--- src/rtl/wave_sweep_sched.sv ---
// wave_sweep_sched: once per frame, reads N_POINTS samples from the capture
// buffer, maps each sample to a screen row, and streams (x, y, oor) points to
// the wave-plot renderer through a 2-entry skid FIFO under ready/valid.
module wave_sweep_sched #(
  parameter int N_POINTS = 500,
  parameter int Y_TOP    = 100,
  parameter int Y_SHIFT  = 4
) (
  input  logic        lcd_clk,
  input  logic        rst_n,
  input  logic        frame_start,
  input  logic        wave_run,
  output logic        wave_data_req,
  output logic [9:0]  wave_rd_addr,
  input  logic [11:0] wave_rd_data,
  input  logic        outrange,
  output logic        pt_valid,
  input  logic        pt_ready,
  output logic [9:0]  pt_x,
  output logic [9:0]  pt_y,
  output logic        pt_oor,
  output logic        lcd_wr_over,
  output logic        busy,
  output logic        overrun
);

  typedef enum logic [1:0] {
    S_IDLE  = 2'd0,
    S_SWEEP = 2'd1,
    S_DRAIN = 2'd2,
    S_DONE  = 2'd3
  } state_t;

  state_t      state_r, state_nx_s;
  logic [9:0]  cnt_r;          // next address to issue
  logic [9:0]  last_addr_r;    // last issued address, shown while idle
  logic        inflight_r;     // a read was issued last cycle
  logic [9:0]  inflight_x_r;   // address of that read, becomes the point x
  logic [1:0]  count_r;        // FIFO occupancy
  logic [9:0]  e1_x_r, e1_y_r;
  logic        e1_oor_r;
  logic        issue_s, push_s, pop_s;
  logic [1:0]  occ_s, count_nx_s;
  logic [9:0]  new_y_s;

  // wave_run only gates re-arm on the capture side; sweeps ignore it.
  logic unused_wave_run;
  assign unused_wave_run = wave_run;

  // Map a 12-bit sample to a screen row; large codes sit near the top.
  function automatic logic [9:0] map_y(input logic [11:0] d);
    logic [11:0] inv;
    logic [11:0] sh;
    logic [12:0] sum;
    inv = 12'd4095 - d;
    sh  = inv >> Y_SHIFT;
    sum = 13'(Y_TOP) + {1'b0, sh};
    if (sum > 13'd1023) begin
      map_y = 10'd1023;
    end else begin
      map_y = sum[9:0];
    end
  endfunction

  // Issue decision. The slot freed by a same-cycle pop counts as free, which
  // is what sustains one point per cycle, so the request is combinational.
  always_comb begin
    pop_s   = pt_valid & pt_ready;
    push_s  = inflight_r;
    occ_s   = count_r + {1'b0, inflight_r} - {1'b0, pop_s};
    issue_s = 1'b0;
    if (state_r == S_SWEEP && occ_s < 2'd2) begin
      issue_s = 1'b1;
    end else begin
      issue_s = 1'b0;
    end
    count_nx_s = count_r + {1'b0, push_s} - {1'b0, pop_s};
    new_y_s    = map_y(wave_rd_data);
  end

  assign wave_data_req = issue_s;
  assign wave_rd_addr  = issue_s ? cnt_r : last_addr_r;

  // Next-state logic for the sweep sequencer.
  always_comb begin
    state_nx_s = state_r;
    case (state_r)
      S_IDLE: begin
        if (frame_start) state_nx_s = S_SWEEP;
        else             state_nx_s = S_IDLE;
      end
      S_SWEEP: begin
        if (issue_s && cnt_r == 10'(N_POINTS - 1)) state_nx_s = S_DRAIN;
        else                                       state_nx_s = S_SWEEP;
      end
      S_DRAIN: begin
        if (count_nx_s == 2'd0 && !inflight_r) state_nx_s = S_DONE;
        else                                   state_nx_s = S_DRAIN;
      end
      S_DONE:  state_nx_s = S_IDLE;
      default: state_nx_s = S_IDLE;
    endcase
  end

  // Sequencer state, address counter and status flags.
  always_ff @(posedge lcd_clk or negedge rst_n) begin
    if (!rst_n) begin
      state_r     <= S_IDLE;
      cnt_r       <= 10'd0;
      last_addr_r <= 10'd0;
      lcd_wr_over <= 1'b1;
      busy        <= 1'b0;
      overrun     <= 1'b0;
    end else begin
      state_r <= state_nx_s;
      if (state_r == S_IDLE && frame_start) begin
        cnt_r       <= 10'd0;
        lcd_wr_over <= 1'b0;
        busy        <= 1'b1;
      end
      if (issue_s) begin
        cnt_r       <= cnt_r + 10'd1;
        last_addr_r <= cnt_r;
      end
      if (state_r == S_DRAIN && state_nx_s == S_DONE) begin
        lcd_wr_over <= 1'b1;
        busy        <= 1'b0;
      end
      if (frame_start && (state_r == S_SWEEP || state_r == S_DRAIN)) begin
        overrun <= 1'b1;
      end
    end
  end

  // Carry the issued address alongside the read until its data returns.
  always_ff @(posedge lcd_clk or negedge rst_n) begin
    if (!rst_n) begin
      inflight_r   <= 1'b0;
      inflight_x_r <= 10'd0;
    end else begin
      inflight_r <= issue_s;
      if (issue_s) inflight_x_r <= cnt_r;
    end
  end

  // 2-entry point FIFO; entry 0 is the head and drives pt_* directly.
  always_ff @(posedge lcd_clk or negedge rst_n) begin
    if (!rst_n) begin
      count_r  <= 2'd0;
      pt_valid <= 1'b0;
      pt_x     <= 10'd0;
      pt_y     <= 10'd0;
      pt_oor   <= 1'b0;
      e1_x_r   <= 10'd0;
      e1_y_r   <= 10'd0;
      e1_oor_r <= 1'b0;
    end else begin
      count_r  <= count_nx_s;
      pt_valid <= (count_nx_s != 2'd0);
      case ({push_s, pop_s})
        2'b10: begin
          if (count_r == 2'd0) begin
            pt_x <= inflight_x_r; pt_y <= new_y_s; pt_oor <= outrange;
          end else begin
            e1_x_r <= inflight_x_r; e1_y_r <= new_y_s; e1_oor_r <= outrange;
          end
        end
        2'b01: begin
          pt_x <= e1_x_r; pt_y <= e1_y_r; pt_oor <= e1_oor_r;
        end
        2'b11: begin
          if (count_r == 2'd1) begin
            pt_x <= inflight_x_r; pt_y <= new_y_s; pt_oor <= outrange;
          end else begin
            pt_x   <= e1_x_r;       pt_y   <= e1_y_r;  pt_oor   <= e1_oor_r;
            e1_x_r <= inflight_x_r; e1_y_r <= new_y_s; e1_oor_r <= outrange;
          end
        end
        default: begin
        end
      endcase
    end
  end

endmodule

--- config.mk ---
export PLATFORM = sky130hd
export DESIGN_NAME = wave_sweep_sched
export DESIGN_NICKNAME = d
export VERILOG_FILES = /design/src/rtl/wave_sweep_sched.sv
export SDC_FILE = /design/constraint.sdc
export NUM_CORES = 1
export LEC_CHECK = 0
export ABC_AREA = 0
export CORE_MARGIN = 4
export CORE_UTILIZATION = 40
export CTS_BUF_LIST = sky130_fd_sc_hd__clkbuf_4 sky130_fd_sc_hd__clkbuf_8
export CTS_CLUSTER_SIZE = 20
export DETAILED_ROUTE_END_ITERATION = 7
export GPL_ROUTABILITY_DRIVEN = 0
export PLACE_DENSITY_LB_ADDON = 0.3
export SYNTH_ARGS = -nofsm -noshare
export SYNTH_HDL_FRONTEND = slang
export SYNTH_SLANG_ARGS = --single-unit
export TNS_END_PERCENT = 100
--- constraint.sdc ---
create_clock -name lcd_clk -period 2.6 [get_ports lcd_clk]
set_input_delay 0.39 -clock lcd_clk [delete_from_list [all_inputs] [get_ports lcd_clk]]
set_output_delay 0.39 -clock lcd_clk [all_outputs]
set_load 0.05 [all_outputs]
==> run metrics, run 1 <==
status=complete, but fails checks; failing checks=negative hold slack, negative setup slack; Clock Sinks=79; Post-synth top flop=dfrtp_1; Final nets=438; CTS root buf=clkbuf_8; Avg Cell Area, Syn=10.34 um2; # rows=33; iteration count of the initial detailed-routing pass=4; Cell variety after synth=41; design area=4800 um2; Remaining DRCs=0; final hold viol count=4; post-synthesis cell area=3423 um2; Worst Clk Skew=roughly 0.013 ns; startpoint types=flip-flop; clock slew at reported path FFs=roughly 0.080 ns; Worst EP required=approximately 2.2 ns; Placed Area=4387 um2; synth warn=0; first-pass GRT wire length=12340 um; fmax=slightly below 400 MHz; unrepaired setup endpoints after global routing=true; Min Hold Slack=-0.007289 ns; CTS max path bufs=2; area grow syn2layout=40.20%; final cell count without fillers=523; Synth async-reset ratio=100.0%; Slew @ Worst Pin=0.6457 ns; Die Span Y=100.5 um; WL/cell=12.97 um; post-synth net total=356; Avg Vias per Cell=4.851; routed wire length=slightly below 7000 um; most common library cells after synthesis=88 x nand2_1, 78 x dfrtp_1, 34 x o21ai_0; Yosys top cell area share=57.02%; DIE AREA=10100 um2; Post-Place Cells=between 400 and 500; Setup crit start=pt_valid; fin crit share=100.1%; total global-route track usage=15.14%; GR Overflow Total=0; register area share after synthesis=57.79%; initial antenna violation count=0; CTS tree=yes; post-layout min period=2.604 ns; CORE AREA=8258 um2; ANT cells=0; max-slew violation count=0; worst setup margin=-0.003659 ns; Initial Utilization=41.45%; largest net degree at the start of global routing=43; Slew HR=56.86%; post-synth top area cell=dfrtp_1; Worst setup EP type=primary output; power per cell area=1240 nW/um2; number of global-route vias before repair=2612; reg2reg start=pt_valid; via count=between 2000 and 3000; max cap viols=0; H-tree depth=3; Final ANT Viol Nets=0; final core occ=58.12%; synth top area cells=dfrtp_1 57%, nand2_1 9.6%, o21ai_0 5.0%; initial detailed-routing violation count=113; Min-Delay Path Class=in -> async; Arr. time, crit path=around 2.2 ns; HPWL Detailed=4518 um; IO buf count=47; final setup fails=1; Post-CTS Hold Buffers=0; Boundary Pins=54; die outline width=100.5 um; CTS Buf Count=9; Yosys reg bits=79; leakage power=0.002273 uW; Cells after Synth=331; Clock Latency Late Sink=0.34 ns; DP Worst Slack=-0.2306 ns; CP Max Fanout=16; share of layout cells above drive strength 1=a little over a quarter; critical path class=reg -> out; VDD IR max=1.133 mV; Post-synth EDFFs=0; most frequent cell after synthesis=nand2_1
[through the flow]
| step | setup TNS (ns) | power (uW) |
|---|---|---|
| 2_1_floorplan | 0 | 3447 |
| 3_3_place_gp | -2.731 | 4417 |
| 3_5_place_dp | -3.631 | 4475 |
| 4_1_cts | -0.1765 | 5926 |
| 5_1_grt | -1.231 | 6344 |
| 6_report | -0.003659 | 5953 |
[metal layers]
layer  global-route usage [%]  up-vias  wire (um)
li1                         -     1283          -
met1                    20.57     1201       3194
met2                    23.70       45       3175
met3                    4.291        8        335
met4                    4.456        0         76
met5                        0        -          0
[worst max-delay path: stages, from the launching register on]
cell and delay [ns]:
dfrtp_2 0.42, nand2_4 0.10, xnor2_4 0.12, ha_2 0.21, xor2_2 0.17, xor2_2 0.19, nand2_2 0.11, buf_4 0.21
nand2_1 0.13, nand2_4 0.07, buf_12 0.14
[final cells by class]
class                   count  area, um2
clock inverters             4      76.32
repair buffers             85      914.6
inverters                  10      40.04
well taps                 105      131.4
flip-flops and latches     79       1979
fillers                   704       3458
clock buffers              12      158.9
multi-input cells         228       1499
[state kept, by name, summed over array words and instances, names as in the netlist, 9 cells and up]
name / flops
inflight_x_r: 10
e1_x_r: 10
pt_x: 10
e1_y_r: 9
pt_y: 9
last_addr_r: 10
cnt_r: 10
[kinds of logic (layout without fill, tap and decap cells)]
group / Yosys count / after routing / share of synthesized area (%)
xor gates and xnor gates: 7 / 7 / 1.791
adders and majority gates: 7 / 7 / 2.558
other: 1 / 1 / 0.1095
muxes: 31 / 31 / 9.612
and+or+nand+nor: 121 / 121 / 15.02
AOI/OAI and AO/OA: 61 / 61 / 10.20
DFF: 79 / 79 / 57.79
buffers and inverters: 24 / 111 / 2.924
[power breakdown]
group | switching (uW) | internal [uW] | total (uW)
registers | 188 | 1530 | 1720
logic | 1740 | 1450 | 3190
clock network | 435 | 608 | 1040
total | 2360 | 3590 | 5950
[what timing repair did]
| action | 4_1_cts | 5_1_grt |
|---|---|---|
| hold endpoints to repair | 0 | 0 |
| gates cloned | 1 | 0 |
| endpoints found under the setup margin | 11 | 21 |
| pin swaps | 5 | 6 |
| buffers inserted | 12 | 2 |
| gates resized for setup | 12 | 9 |
[cells in the final DEF, fill, tap and decap left out, drive strengths merged, types with 2 or more instances in the layout]
cell type / n
nor3: 5
nand2b: 3
bufinv: 2
dfrtp: 78
xnor2: 3
nand3: 7
buf: 50
a31oi: 2
ha: 7
mux2: 15
inv: 11
nor4: 2
nor2: 7
a21o: 3
xor2: 4
o21ai: 37
nand2: 88
mux2i: 16
a21oi: 9
clkbuf: 12
o21bai: 3
clkdlybuf4s50: 34
a22o: 2
nor3b: 2
[final timing paths]
| check | endpoint | slack, ns | cells past startpoint |
|---|---|---|---|
| max | wave_rd_addr[5] | -0.004 | 10 |
| min | pt_y[5] | -0.007 | 1 |
| max reg2reg | inflight_x_r[9] | 0.13 | 15 |
| min reg2reg | overrun | 0.46 | 1 |
| max in group asynchronous | last_addr_r[5] | 1.99 | 2 |
| min in group lcd_clk | overrun | 0.46 | 1 |
No activity file was read; power rests on OpenSTA's default activity.
==> run 2, diff against run 1 <==
Settings changed: CORE_UTILIZATION 40 to 35.
==> run metrics, run 2 (synthesis results as in run 1) <==
status=complete, but fails checks (unchanged); failing checks=negative hold slack (was negative hold slack, negative setup slack); VDD IR max=1.022 mV (was 1.133 mV); total global-route track usage=13.37% (was 15.14%); CTS tree=yes (unchanged); final setup fails=0 (was 1); unrepaired setup endpoints after global routing=true (unchanged); Worst EP required=2.21 ns (about the same); routed wire length=6895 um (was 6781 um); Slew @ Worst Pin=0.5376 ns (was 0.6457 ns); Final ANT Viol Nets=0 (unchanged); GR Overflow Total=0 (unchanged); Min Hold Slack=-0.003479 ns (was -0.007289 ns); Remaining DRCs=0 (unchanged); CP Max Fanout=4 (was 16); max-slew violation count=0 (unchanged); CORE AREA=9371 um2 (was 8258 um2); slowest stage delay, CP=0.42 ns (about the same); most frequent cells in the layout=77 x dfrtp_1, 66 x nand2_1, 34 x o21ai_0, 34 x clkdlybuf4s50_1, 30 x buf_4 (was 77 x dfrtp_1, 66 x nand2_1, 35 x buf_4, 34 x o21ai_0, 34 x clkdlybuf4s50_1); number of global-route vias before repair=2596 (was 2612); Clock Sinks=79 (unchanged); via count=2549 (was 2537); final hold viol count=3 (was 4); CP dominant cell by count=nand2_4; ANT cells=0 (unchanged); critical path class=reg -> out (unchanged); Boundary Pins=54 (unchanged); area grow syn2layout=39.00% (was 40.20%); Placed Area=4424 um2 (was 4387 um2); max cap viols=0 (unchanged); final cell count without fillers=542 (was 523); CTS max path bufs=2 (unchanged); critical path's slowest cell=dfrtp_2 (unchanged); leakage power=0.002272 uW (was 0.002273 uW); fmax=385.5 MHz (was 384.1 MHz); first-pass GRT wire length=12340 um (about the same); fin crit share=99.77% (was 100.1%); clock slew at reported path FFs=0.08 ns (about the same); Slew HR=63.92% (was 56.86%); HPWL Detailed=4662 um (was 4518 um); Buf/Inv on CP=3 (was 2); Die Span Y=106.9 um (was 100.5 um); H-tree depth=3 (unchanged); initial detailed-routing violation count=73 (was 113); Worst setup EP type=primary output (unchanged); CTS root buf=clkbuf_8 (unchanged); initial antenna violation count=0 (unchanged); iteration count of the initial detailed-routing pass=4 (unchanged); Arr. time, crit path=2.20 ns (was 2.21 ns); share of layout cells above drive strength 1=26.39% (was 27.27%); design area=4758 um2 (was 4800 um2); power per cell area=1182 nW/um2 (was 1240 nW/um2); post-layout min period=2.594 ns (was 2.604 ns); Post-Place Cells=519 (was 494); Avg Vias per Cell=4.703 (was 4.851); DIE AREA=11430 um2 (was 10100 um2); Worst Clk Skew=0.009818 ns (was 0.01303 ns); IO buf count=47 (unchanged); die outline width=106.9 um (was 100.5 um); Initial Utilization=36.53% (was 41.45%); startpoint types=flip-flop (unchanged); Clock Latency Late Sink=0.34 ns (about the same); Top Family by Delay on Critical Path=XOR/XNOR gates (unchanged); Fill cells=845 (was 704); CTS Buf Count=9 (unchanged); worst setup margin=0.005902 ns (was -0.003659 ns); CP cell instances=nand2_4 > xnor2_2 > ha_2 > xor2_2 > xor2_2 > nand2_2 > inv_4 > clkbuf_16 > nand2_4 > nand2_4 > buf_12 (was nand2_4 > xnor2_4 > ha_2 > xor2_2 > xor2_2 > nand2_2 > buf_4 > nand2_1 > nand2_4 > buf_12); Power, Total=5625 uW (was 5953 uW); most common cell after layout, fill and taps aside=dfrtp_1 (unchanged); # rows=35 (was 33); Min-Delay Path Class=in -> async (unchanged); DP Worst Slack=-0.2122 ns (was -0.2306 ns); WL/cell=12.72 um (was 12.97 um); Final nets=433 (was 438); largest net degree at the start of global routing=44 (was 43)
run 2: power breakdown:
group	internal, uW	switching (uW)	leakage, uW
sequential	1530	183	0.00102
combinational	1350	1720	0.00115
clock	392	449	0.0000935
total	3280	2350	0.00227
run 2: cell type report:
class / instances / area (um2) / share of cell area, %
clock buffers: 11 / 145.1 / 3.050
clock inverters: 5 / 42.54 / 0.8940
inverters: 10 / 40.04 / 0.8414
multi-input cells: 228 / 1503 / 31.58
flip-flops and latches: 79 / 1979 / 41.60
well taps: 129 / 161.4 / 3.392
repair buffers: 80 / 887.1 / 18.64
run 2: repair_timing:
item | 4_1_cts | 5_1_grt
pin swaps | 2 | 9
gates resized for setup | 11 | 10
hold buffers | 0 | 0
setup buffers | 2 | 3
gates cloned | 1 | 1
endpoints found under the setup margin | 11 | 10
run 2: metal layers:
layer | vias up | track usage (%) | part of all wire [%]
met2 | 67 | 21.13 | 46
met1 | 1207 | 17.88 | 46
met5 | - | 0 | 0
li1 | 1270 | - | -
met4 | 0 | 3.470 | 0.71
met3 | 5 | 4.214 | 6.4
run 2: per-stage QoR:
stage,setup TNS (ns),util [%],hold WS [ns]
final,0,50.77,-0.003479
after global routing,-0.9856,50.77,0.01812
after CTS,-0.1461,49.87,0.007781
after detailed placement,-2.706,47.21,0.3921
after global placement,-2.424,47.21,0.3830
after floorplan,0,-,0.09441
run 2: worst paths after layout:
path                       startpoint         endpoint  slack (ns)  cells past startpoint
max                          pt_valid  wave_rd_addr[4]       0.006                     11
min                             rst_n          pt_y[5]      -0.003                      1
min in group lcd_clk          overrun          overrun        0.47                      1
max reg2reg                  pt_valid      lcd_wr_over        0.37                     10
max in group asynchronous       rst_n        e1_y_r[4]        2.01                      2
min reg2reg                   overrun          overrun        0.47                      1
==> run 3, diff against run 2 <==
Settings changed: CAP_MARGIN set to 20.
==> results of run 3 <==
The final DEF is identical to that of run 2; final timing and power are the same.
